<file path="src/rtl/mem_arbiter_if.sv">
// Bus between the pipeline requesters (IF stage, EX/MEM latch), the memory
// arbiter and the single-ported RAM model.
interface mem_arbiter_if #(
    parameter int ADDR_W = 32,
    parameter int DATA_W = 32
);
    // instruction-fetch requester
    logic              iREN;
    logic [ADDR_W-1:0] iaddr;
    logic              ihit;
    logic [DATA_W-1:0] iload;
    // data requester
    logic              dREN;
    logic              dWEN;
    logic [ADDR_W-1:0] daddr;
    logic [DATA_W-1:0] dstore;
    logic              dhit;
    logic [DATA_W-1:0] dload;
    // RAM side
    logic              ramREN;
    logic              ramWEN;
    logic [ADDR_W-1:0] ramaddr;
    logic [DATA_W-1:0] ramstore;
    logic [DATA_W-1:0] ramload;
    logic              ram_ready;
    // arbiter status
    logic              busy;

    // arbiter view
    modport slave (
        input  iREN, iaddr, dREN, dWEN, daddr, dstore, ramload, ram_ready,
        output ihit, iload, dhit, dload, ramREN, ramWEN, ramaddr, ramstore, busy
    );

    // pipeline + RAM model view
    modport master (
        output iREN, iaddr, dREN, dWEN, daddr, dstore, ramload, ram_ready,
        input  ihit, iload, dhit, dload, ramREN, ramWEN, ramaddr, ramstore, busy
    );
endinterface

</file>
<file path="src/rtl/mem_arbiter.sv">
// Memory arbiter: shares one single-ported RAM between instruction fetch and
// data accesses. Data wins by default; after STARVE_MAX back-to-back data
// grants with a fetch waiting, the fetch is forced through next.
module mem_arbiter #(
    parameter int ADDR_W     = 32,
    parameter int DATA_W     = 32,
    parameter int STARVE_MAX = 4
) (
    input  logic          CLK,
    input  logic          RST,
    mem_arbiter_if.slave  bus
);
    localparam logic [3:0] STARVE_LIM = 4'(STARVE_MAX);

    typedef enum logic [1:0] {
        IDLE   = 2'd0,
        DGRANT = 2'd1,
        IGRANT = 2'd2
    } state_t;

    state_t     state_q;
    logic [3:0] starve_q;

    logic dreq;
    logic at_max;

    logic              ramREN_c;
    logic              ramWEN_c;
    logic [ADDR_W-1:0] ramaddr_c;
    logic [DATA_W-1:0] ramstore_c;
    logic              ihit_c;
    logic              dhit_c;
    logic [DATA_W-1:0] iload_c;
    logic [DATA_W-1:0] dload_c;

    assign dreq   = bus.dREN | bus.dWEN;
    assign at_max = (starve_q == STARVE_LIM);

    // Grant sequencing and starvation accounting; every access returns to
    // IDLE so there is always one bubble cycle between grants.
    always_ff @(posedge CLK or posedge RST) begin
        if (RST) begin
            state_q  <= IDLE;
            starve_q <= 4'd0;
        end else begin
            case (state_q)
                IDLE: begin
                    if (dreq && !(bus.iREN && at_max))
                        state_q <= DGRANT;
                    else if (bus.iREN)
                        state_q <= IGRANT;
                end
                DGRANT: begin
                    if (!dreq) begin
                        // requester withdrew: abandon, counter untouched
                        state_q <= IDLE;
                    end else if (bus.ram_ready) begin
                        state_q <= IDLE;
                        if (!bus.iREN)
                            starve_q <= 4'd0;
                        else if (!at_max)
                            starve_q <= starve_q + 4'd1;
                    end
                end
                IGRANT: begin
                    if (!bus.iREN) begin
                        state_q <= IDLE;
                    end else if (bus.ram_ready) begin
                        state_q  <= IDLE;
                        starve_q <= 4'd0;
                    end
                end
                default: state_q <= IDLE;
            endcase
        end
    end

    // RAM drive and hit/load generation; enables follow the live request so
    // an abort drops them in the same cycle.
    always_comb begin
        ramREN_c   = 1'b0;
        ramWEN_c   = 1'b0;
        ramaddr_c  = '0;
        ramstore_c = '0;
        ihit_c     = 1'b0;
        dhit_c     = 1'b0;
        iload_c    = '0;
        dload_c    = '0;
        case (state_q)
            DGRANT: begin
                ramaddr_c = bus.daddr;
                if (bus.dWEN) begin
                    ramWEN_c   = 1'b1;
                    ramstore_c = bus.dstore;
                end else if (bus.dREN) begin
                    ramREN_c = 1'b1;
                end
                dhit_c = dreq & bus.ram_ready;
                if (dhit_c && !bus.dWEN)
                    dload_c = bus.ramload;
            end
            IGRANT: begin
                ramaddr_c = bus.iaddr;
                ramREN_c  = bus.iREN;
                ihit_c    = bus.iREN & bus.ram_ready;
                if (ihit_c)
                    iload_c = bus.ramload;
            end
            default: ;
        endcase
    end

    assign bus.ramREN   = ramREN_c;
    assign bus.ramWEN   = ramWEN_c;
    assign bus.ramaddr  = ramaddr_c;
    assign bus.ramstore = ramstore_c;
    assign bus.ihit     = ihit_c;
    assign bus.dhit     = dhit_c;
    assign bus.iload    = iload_c;
    assign bus.dload    = dload_c;
    assign bus.busy     = (state_q != IDLE);
endmodule

</file>
<file path="src/flat_wrapper.sv">
// flat-port wrapper written by rule: the top's interface ports become plain ports
module mem_arbiter_flat 
#(
    parameter int ADDR_W     = 32,
    parameter int DATA_W     = 32,
    parameter int STARVE_MAX = 4
)
  (CLK, RST, bus_iREN, bus_iaddr, bus_dREN, bus_dWEN, bus_daddr, bus_dstore, bus_ramload, bus_ram_ready, bus_ihit, bus_iload, bus_dhit, bus_dload, bus_ramREN, bus_ramWEN, bus_ramaddr, bus_ramstore, bus_busy);
  mem_arbiter_if #(.ADDR_W(ADDR_W), .DATA_W(DATA_W)) bus_i ();
  input  logic CLK;
  input  logic RST;
  input wire logic [$bits(bus_i.iREN)-1:0] bus_iREN;
  input wire logic [$bits(bus_i.iaddr)-1:0] bus_iaddr;
  input wire logic [$bits(bus_i.dREN)-1:0] bus_dREN;
  input wire logic [$bits(bus_i.dWEN)-1:0] bus_dWEN;
  input wire logic [$bits(bus_i.daddr)-1:0] bus_daddr;
  input wire logic [$bits(bus_i.dstore)-1:0] bus_dstore;
  input wire logic [$bits(bus_i.ramload)-1:0] bus_ramload;
  input wire logic [$bits(bus_i.ram_ready)-1:0] bus_ram_ready;
  output wire logic [$bits(bus_i.ihit)-1:0] bus_ihit;
  output wire logic [$bits(bus_i.iload)-1:0] bus_iload;
  output wire logic [$bits(bus_i.dhit)-1:0] bus_dhit;
  output wire logic [$bits(bus_i.dload)-1:0] bus_dload;
  output wire logic [$bits(bus_i.ramREN)-1:0] bus_ramREN;
  output wire logic [$bits(bus_i.ramWEN)-1:0] bus_ramWEN;
  output wire logic [$bits(bus_i.ramaddr)-1:0] bus_ramaddr;
  output wire logic [$bits(bus_i.ramstore)-1:0] bus_ramstore;
  output wire logic [$bits(bus_i.busy)-1:0] bus_busy;
  assign bus_i.iREN = bus_iREN;
  assign bus_i.iaddr = bus_iaddr;
  assign bus_i.dREN = bus_dREN;
  assign bus_i.dWEN = bus_dWEN;
  assign bus_i.daddr = bus_daddr;
  assign bus_i.dstore = bus_dstore;
  assign bus_i.ramload = bus_ramload;
  assign bus_i.ram_ready = bus_ram_ready;
  assign bus_ihit = bus_i.ihit;
  assign bus_iload = bus_i.iload;
  assign bus_dhit = bus_i.dhit;
  assign bus_dload = bus_i.dload;
  assign bus_ramREN = bus_i.ramREN;
  assign bus_ramWEN = bus_i.ramWEN;
  assign bus_ramaddr = bus_i.ramaddr;
  assign bus_ramstore = bus_i.ramstore;
  assign bus_busy = bus_i.busy;
  mem_arbiter #(.ADDR_W(ADDR_W), .DATA_W(DATA_W), .STARVE_MAX(STARVE_MAX)) u_core (.CLK(CLK), .RST(RST), .bus(bus_i));
endmodule
</file>
<file path="config.mk">
export PLATFORM = sky130hd
export DESIGN_NAME = mem_arbiter_flat
export DESIGN_NICKNAME = d
export VERILOG_FILES = /design/src/rtl/mem_arbiter_if.sv /design/src/rtl/mem_arbiter.sv /design/src/flat_wrapper.sv
export SDC_FILE = /design/constraint.sdc
export NUM_CORES = 1
export LEC_CHECK = 0
export ABC_CLOCK_PERIOD_IN_PS = 4130
export BUFFER_PORTS_ARGS = -buffer_cell sky130_fd_sc_hd__buf_2
export CAP_MARGIN = 40
export CELL_PAD_IN_SITES_DETAIL_PLACEMENT = 0
export CELL_PAD_IN_SITES_GLOBAL_PLACEMENT = 2
export CORE_ASPECT_RATIO = 0.6
export CORE_MARGIN = 3
export CORE_UTILIZATION = 12
export DETAILED_ROUTE_END_ITERATION = 7
export PLACE_DENSITY = 0.88
export SYNTH_ARGS = -nofsm -noshare
export SYNTH_HDL_FRONTEND = slang
export SYNTH_SLANG_ARGS = --single-unit
</file>
<file path="constraint.sdc">
create_clock -name CLK -period 4.13 [get_ports CLK]
set_input_delay 0 -clock CLK [delete_from_list [all_inputs] [get_ports CLK]]
set_output_delay 0 -clock CLK [all_outputs]
set_load 0.05 [all_outputs]
</file>
==> key figures, run 1 <==
Synthesis
  – Synth cell types: 35
  – Syn avg cell area: approximately 7 µm²
  – Register area share after synthesis: under 10%
  – Area of the mapped netlist: 0.00166 mm²
  – Synth Instances: 240
  – Syn nets: 380
  – Warnings, synthesis: 0
  – Seq cells post-synth: 6

Place
  – DP Area: between 0.003 and 0.004 mm²
  – DP Wirelength: 7.44 mm
  – Final GP Congestion: ~0.76
  – IO buf count: about 270

Global routing
  – Vias in the first global route: about 2,600
  – Initial antenna violation count: 0
  – Largest net degree at the start of global routing: between 40 and 50
  – Grt ovf: 0
  – First-pass GRT wire length: 13.1 mm
  – Total track usage: about a tenth

Worst setup path
  – Kind of critical path: reg2out
  – R2R setup slack: approximately 2200 ps
  – Crit path cell chain: inv_1, ha_2, nand2_1, nor3b_2, buf_4, and2_1, buf_2
  – Slowest stage delay, CP: approximately 540 ps
  – Delay-heaviest family, CP: buffers and inverters
  – Setup crit end kind: primary output
  – Startpoint types: flop
  – Max FO, Critical Path: 32
  – Worst path bufs/invs: 3
  – Slowest stage cell, crit path: ha_2
  – Launch point of the worst reg-to-reg path: u_core.state_q[1]$_DFFE_PP0P_
  – CP arrival: 2390 ps
  – Required @ worst endpoint: 4130 ps
  – Worst Setup SP: u_core.state_q[1]$_DFFE_PP0P_

STA
  – Hold slack: between 100 and 150 ps
  – Final min period: 2390 ps
  – Final period utilization: around 58%
  – Worst Skew: between 0.6 and 0.7 ps
  – Setup_tns: 0 ps
  – Max_slew headroom: around two fifths
  – Hold Vio Cnt, Final: 0
  – Setup violators final: 0
  – Slew of the pin with the lowest slew margin: 877 ps
  – RSZ-0062 raised after global routing: no
  – Max-slew violations: 0
  – Fmax: between 0.4 and 0.5 GHz

Clocking
  – Hold-fix buffers, CTS: 1
  – Worst skew pair latency: roughly 230 ps
  – Reg clk slew, reported paths: ~30 ps
  – # H-tree levels: 1
  – CTS max path bufs: 2
  – Clk sinks: 6
  – CTS Buf Count: 3
  – Setup bufs post-CTS: 0
  – Clock root cell: clkbuf_16
  – # resized after CTS: 0
  – CTS tree: built

Finish
  – Final Instance Area: 0.00321 mm²
  – Area growth syn-to-layout: 92.7%
  – Final net count: between 600 and 700
  – Fillers: 1,471
  – Share of layout cells above drive strength 1: between 50 and 60%
  – N_diodes: 0

Routing
  – Antenna-violating nets left: 0
  – WL/cell: about 13 µm
  – Initial DRT Pass Iterations: 4
  – DRT iter0 DRCs: around 70
  – Routed vias: 2,727
  – Via/cell ratio: approximately 4.1
  – WL final: between 8 and 9 mm
  – DRC: 0

Floorplan
  – Core Rows: 32
  – Die X: approximately 160 µm
  – Core area: roughly 0.013 mm²
  – Chip height: about 97 µm
  – Initial Util: about an eighth
  – Die area: around 0.015 mm²
  – I/O pin count: roughly 270

Pwr
  – Static leakage: about 2 nW
  – Max VDD drop: 0.000228 V
  – Power Dens Cells: 528 mW/mm²

Min path
  – Min-Delay Path Class: in2reg
  – Hold_sp: bus_iREN

Outcome
  – Status: complete, no violations

Flow run
  – Maxcap violations: 0
[kinds of logic after synthesis]
logic type	synth area share (%)
AOI/OAI and AO/OA	20.8
buffers and inverters	8.50
DFF	9.02
and+or+nand+nor	55.3
adders and majority gates	4.51
muxes	1.88
[sequential cells by signal, summed over array words and instances (netlist names)]
signal,count
u_core.starve_q,4
u_core.state_q,2
[power breakdown]
group | internal (mW) | switching (mW) | total (mW)
Clock | 0.124 | 0.0312 | 0.155
Sequential | 0.0778 | 0.0155 | 0.0933
Combinational | 0.395 | 1.05 | 1.45
Total | 0.597 | 1.10 | 1.69
[final timing paths]
path / to / cells past startpoint
min in group asynchronous: u_core.state_q[0]$_DFFE_PP0P_ / 3
max in group asynchronous: u_core.starve_q[2]$_DFFE_PP0P_ / 3
worst min register to register: u_core.starve_q[3]$_DFFE_PP0P_ / 1
worst max-delay path: bus_dload[25] / 7
worst min-delay path: u_core.starve_q[1]$_DFFE_PP0P_ / 3
worst max register to register: u_core.starve_q[2]$_DFFE_PP0P_ / 5
[worst reg2reg max path: stages, from the launching register on]
cell and delay [ps]:
dfrtp_1 400, inv_1 100, ha_2 540, nand2_1 220, or3_1 390, o22ai_1 190
[final cells by class]
cell class | count | area, µm² | share of cell area, %
Sequential cell | 6 | 150 | 4.68
Multi-Input combinational cell | 201 | 1380 | 42.9
Tap cell | 170 | 213 | 6.63
Timing Repair Buffer | 270 | 1360 | 42.5
Inverter | 8 | 30.0 | 0.936
Clock buffer | 3 | 75.1 | 2.34
[cell usage in the layout (no fill, tap or decap), types with 4 or more instances in the layout]
cell / netlist / final
a22oi_1: 32 / 32
and2_1: 65 / 65
and3_1: 32 / 32
buf_2: 5 / 266
dfrtp_1: 6 / 6
ha_1: 6 / 5
inv_1: 8 / 8
nand2_1: 4 / 4
nor2b_1: 33 / 33
[cell usage after synthesis]
cell type / instances / area, µm²
and2_1: 65 / 407
o32ai_4: 1 / 27.5
a31oi_1: 1 / 6.26
ha_1: 6 / 75.1
nand3b_1: 2 / 15.0
nor2b_1: 33 / 206
o22ai_1: 1 / 6.26
o32ai_1: 1 / 8.76
mux2i_1: 2 / 20.0
a21boi_0: 1 / 7.51
nor3_1: 1 / 5.00
nor3b_1: 1 / 7.51
mux2_1: 1 / 11.3
a211o_1: 1 / 8.76
a21oi_2: 1 / 8.76
inv_1: 8 / 30.0
nand3_1: 1 / 5.00
a21o_1: 1 / 7.51
buf_6: 1 / 11.3
or3_1: 1 / 6.26
clkbuf_2: 3 / 15.0
and3_2: 1 / 7.51
nor2_1: 3 / 11.3
and3_1: 32 / 200
nand2b_1: 1 / 6.26
buf_2: 5 / 25.0
a211oi_1: 2 / 15.0
nand4b_1: 1 / 8.76
o21ai_0: 2 / 10.0
a22oi_1: 32 / 240
nand2_1: 4 / 15.0
dfrtp_1: 6 / 150
nand2_2: 1 / 6.26
nor3b_2: 1 / 12.5
clkbuf_1: 16 / 60.1
[layer usage]
metal	global-route usage (%)	vias to the layer above	wire length, µm
met5	0	-	0
met3	1.74	2	849
met2	19.5	157	4330
li1	-	1324	-
met4	1.06	0	27
met1	12.2	1244	3610
[metrics by stage]
stage	total power [mW]	setup slack [ps]	cells	util, %
3_5_place_dp	1.55	1950	654	23.6
3_3_place_gp	1.53	2020	654	23.6
6_report	1.69	1740	658	24.3
5_1_grt	1.80	1510	658	24.3
4_1_cts	1.71	1690	658	24.3
2_1_floorplan	1.21	1990	240	-
Power figures use the tool's default switching activity.
==> inputs of run 2 (changes only) <==
Settings changed: ABC_AREA from default to 1, ABC_CLOCK_PERIOD_IN_PS 4130 to 2400, CORE_UTILIZATION 12 to 10, PLACE_DENSITY 0.88 to 0.82.
Clock period 4.13 ns to 2.4 ns, I/O delays scaled along.
==> run 2 against run 1 <==
  * Sequential power is 86% higher
  * Design area is 5.8% higher
  * Routed wire length grew 5.4%
  * Die area is 24% higher
  * Non-clock buffer count increased by 4
  * Clock skew about the same
  * Global-route usage is 1.6 points lower
  * Largest power group unchanged
  * Largest cell class is now buffers
  * First-iteration DRC count is 100% higher
  * Synthesized area grew 4.4%
  * Count of clock-buffer cells in the layout unchanged
  * Critical endpoint is now bus_ramREN
  * Worst setup slack lost 1300 ps
==> key figures, run 2 <==
Outcome
  – Status: complete, no violations (unchanged)

Finish
  – Max reg flops: 4 (unchanged)
  – Final net count: 763 (was 630)
  – Footprint of the multi-input gates: 0.00112 mm² (was 0.00138 mm²)
  – Commonest non-fill, non-tap cells in the layout: buf_2 (264), nor2_1 (104), nand2_1 (92) (was buf_2 (266), and2_1 (65), nor2b_1 (33))
  – Fillers: 1,954 (was 1,471)
  – Top Registers: u_core.starve_q: 4 flops, u_core.state_q: 2 flops (unchanged)
  – Seq. cell area: 150 µm² (unchanged)
  – Reg with most FFs: u_core.starve_q (unchanged)
  – N_diodes: 0 (unchanged)
  – Area growth syn-to-layout: 95.2% (was 92.7%)
  – Most common cell after layout, fill and taps aside: buf_2 (unchanged)
  – Share of layout cells above drive strength 1: 45.9% (was 57.0%)
  – Non-Filler Instances: 849 (was 658)

Min path
  – Hold_sp: bus_dWEN (was bus_iREN)
  – Min-Delay Path Class: in2reg (unchanged)
  – Worst hold stages: 6 (was 3)
  – Hold EP: u_core.state_q[1]$_DFFE_PP0P_ (was u_core.starve_q[1]$_DFFE_PP0P_)

Routing
  – WL/cell: 10.9 µm (was 13.4 µm)
  – DRC: 0 (unchanged)
  – Routed vias: 2,908 (was 2,727)
  – Via/cell ratio: 3.43 (was 4.14)
  – WL final: 9.29 mm (was 8.82 mm)
  – DRT iter0 DRCs: 137 (was 68)
  – Antenna-violating nets left: 0 (unchanged)
  – Initial DRT Pass Iterations: 6 (was 4)

Worst setup path
  – Startpoint types: flop (unchanged)
  – Kind of critical path: reg2out (unchanged)
  – Slowest stage delay, CP: 410 ps (was 540 ps)
  – Setup crit end kind: primary output (unchanged)
  – Worst path bufs/invs: 3 (unchanged)
  – Required @ worst endpoint: 2400 ps (was 4130 ps)
  – Launch point of the worst reg-to-reg path: u_core.state_q[1]$_DFFE_PP0P_ (unchanged)
  – CP arrival: 1990 ps (was 2390 ps)
  – Path depth of the worst reg2reg path: 9 (was 5)
  – Delay-heaviest family, CP: buffers and inverters (unchanged)
  – Slowest stage cell, crit path: ha_1 (was ha_2)
  – Crit path cell chain: inv_1, ha_1, buf_4, nand3_1, a21oi_1, buf_2 (was inv_1, ha_2, nand2_1, nor3b_2, buf_4, and2_1, buf_2)
  – Max FO, Critical Path: 20 (was 32)
  – End of the worst register-to-register path: u_core.state_q[1]$_DFFE_PP0P_ (was u_core.starve_q[2]$_DFFE_PP0P_)
  – R2R setup slack: 620 ps (was 2200 ps)

STA
  – Fmax: 0.502 GHz
  – Max_slew headroom: 66.6% (was 41.5%)
  – Slew of the pin with the lowest slew margin: 500 ps (was 877 ps)
  – RSZ-0062 raised after global routing: no (unchanged)
  – Max-slew violations: 0 (unchanged)
  – Hold Vio Cnt, Final: 0 (unchanged)
  – Worst Skew: 0.655 ps (was 0.620 ps)
  – Final min period: around 2000 ps
  – Final period utilization: 83.0%
  – Setup violators final: 0 (unchanged)
  – Setup_tns: 0 ps (unchanged)

Clocking
  – CTS Buf Count: 3 (unchanged)
  – Reg clk slew, reported paths: 30 ps (about the same)
  – Hold-fix buffers, CTS: 1 (unchanged)
  – # H-tree levels: 1 (unchanged)
  – Clk sinks: 6 (unchanged)
  – CTS max path bufs: 2 (unchanged)
  – Setup bufs post-CTS: 0 (unchanged)
  – CTS tree: built (unchanged)
  – # resized after CTS: 0 (unchanged)
  – Clock root cell: clkbuf_16 (unchanged)
  – Worst skew pair latency: 220 ps (was 230 ps)

Pwr
  – Static leakage: 2.35 nW (was 2.02 nW)
  – Power Dens Cells: 910 mW/mm² (was 528 mW/mm²)
  – Max VDD drop: 0.000483 V (was 0.000228 V)

Synthesis
  – Synth Instances: 364 (was 240)
  – Asr flop ratio synth: 100% (unchanged)
  – Seq cells post-synth: 6 (unchanged)
  – Ys flop type: dfrtp_1 (unchanged)
  – Synth cell types: 20 (was 35)
  – Area share of the largest cell type after synthesis: 22.5% (was 24.4%)
  – Register area share after synthesis: 8.64% (was 9.02%)
  – Number of synthesized flops with an enable pin: 0 (unchanged)
  – Syn avg cell area: 4.77 µm² (was 6.93 µm²)
  – Most frequent cell after synthesis: nor2_1 (was and2_1)
  – Syn nets: 504 (was 380)
  – Synth area leader: nor2_1 (was and2_1)
  – Top cells by count, synth: nor2_1 (104), nand2_1 (92), inv_1 (83), a21oi_1 (33), buf_2 (9) (was and2_1 (65), nor2b_1 (33), a22oi_1 (32), and3_1 (32), clkbuf_1 (16))
  – Warnings, synthesis: 0 (unchanged)
  – Area of the mapped netlist: 0.00174 mm² (was 0.00166 mm²)
  – Dominant cells by area after synthesis: nor2_1 (22%), nand2_1 (20%), inv_1 (18%), a21oi_1 (9.5%), dfrtp_1 (8.6%) (was and2_1 (24%), a22oi_1 (14%), nor2b_1 (12%), and3_1 (12%), dfrtp_1 (9.0%))

Floorplan
  – Die X: 176 µm (was 158 µm)
  – Core Rows: 36 (was 32)
  – Core area: 0.0166 mm² (was 0.0132 mm²)
  – Initial Util: 10.5% (was 12.6%)
  – I/O pin count: 267 (unchanged)
  – Die area: 0.0190 mm² (was 0.0154 mm²)
  – Chip height: 108 µm (was 97.2 µm)

Global routing
  – First-pass GRT wire length: 13.5 mm (was 13.1 mm)
  – Total track usage: 8.58% (was 10.2%)
  – Vias in the first global route: 2,599 (was 2,647)
  – Largest net degree at the start of global routing: 35 (was 46)
  – Grt ovf: 0 (unchanged)
  – Initial antenna violation count: 0 (unchanged)

Place
  – IO buf count: 266 (unchanged)
  – DP Wirelength: 7.69 mm (was 7.44 mm)
  – Final GP Congestion: 0.777 (was 0.758)
  – Cell count after placement: 845 (was 654)

Flow run
  – Maxcap violations: 0 (unchanged)
-- run 2: area by class of cell --
type                       instances  area share (%)
clock buffer                       3            2.21
inverter                          84            9.29
multi-input combinational        254            33.1
sequential                         6            4.42
tap                              228            8.41
timing repair buffer             274            42.6
-- run 2: stage by stage --
| step | total power [mW] | area, µm² | setup WS [ps] | hold WS [ps] | utilization [%] |
|---|---|---|---|---|---|
| after floorplan | 2.15 | 1740 | 570 | -209 | - |
| after global placement | 2.79 | 3280 | 559 | -72.3 | 19.7 |
| after detailed placement | 2.85 | 3310 | 572 | -68.7 | 19.9 |
| after CTS | 3.13 | 3390 | 353 | 219 | 20.4 |
| after global routing | 3.31 | 3390 | 225 | 280 | 20.4 |
| final | 3.09 | 3390 | 409 | 224 | 20.4 |
-- run 2: worst max-delay path by stage --
stage	slack, ps	cells past startpoint	startpoint	endpoint
after floorplan	570	6	u_core.state_q[1]$_DFFE_PP0P_	bus_ramaddr[14]
after global placement	560	9	u_core.state_q[1]$_DFFE_PP0P_	u_core.state_q[1]$_DFFE_PP0P_
after detailed placement	570	9	u_core.state_q[1]$_DFFE_PP0P_	u_core.state_q[1]$_DFFE_PP0P_
after CTS	350	6	u_core.state_q[1]$_DFFE_PP0P_	bus_ramREN
after global routing	220	6	u_core.state_q[1]$_DFFE_PP0P_	bus_ramaddr[12]
final	410	6	u_core.state_q[1]$_DFFE_PP0P_	bus_ramREN
-- run 2: where the power goes --
group	leakage, nW	total (mW)	internal [mW]	switching, mW
sequential	0.0797	0.174	0.135	0.0391
clock	0.0370	0.264	0.213	0.0510
combinational	2.24	2.65	0.639	2.01
-- run 2: cells by family after synthesis --
logic type,Yosys count,synth area share (%)
AO/OA/AOI/OAI,34,9.79
XOR/XNOR,1,0.504
buffers and inverters,104,26.7
flip-flops,6,8.64
adder cells (fa/ha/maj),6,4.32
AND/OR/NAND/NOR,213,50.0
-- run 2: worst reg2reg max path, stage by stage, from the launching register on --
cell and delay [ps]:
dfrtp_1 400, inv_1 110, ha_1 410, buf_4 260, inv_1 80, o21ai_0 210, nand2_1 80, nand2_1 70
nand2_1 50, nand2_1 60
-- run 2: layer usage --
metal / global-route usage (%) / routed length [µm]
met3: 1.44 / 690
met2: 16.2 / 4600
met5: 0 / 0
met1: 10.6 / 4010
met4: 0.791 / 0
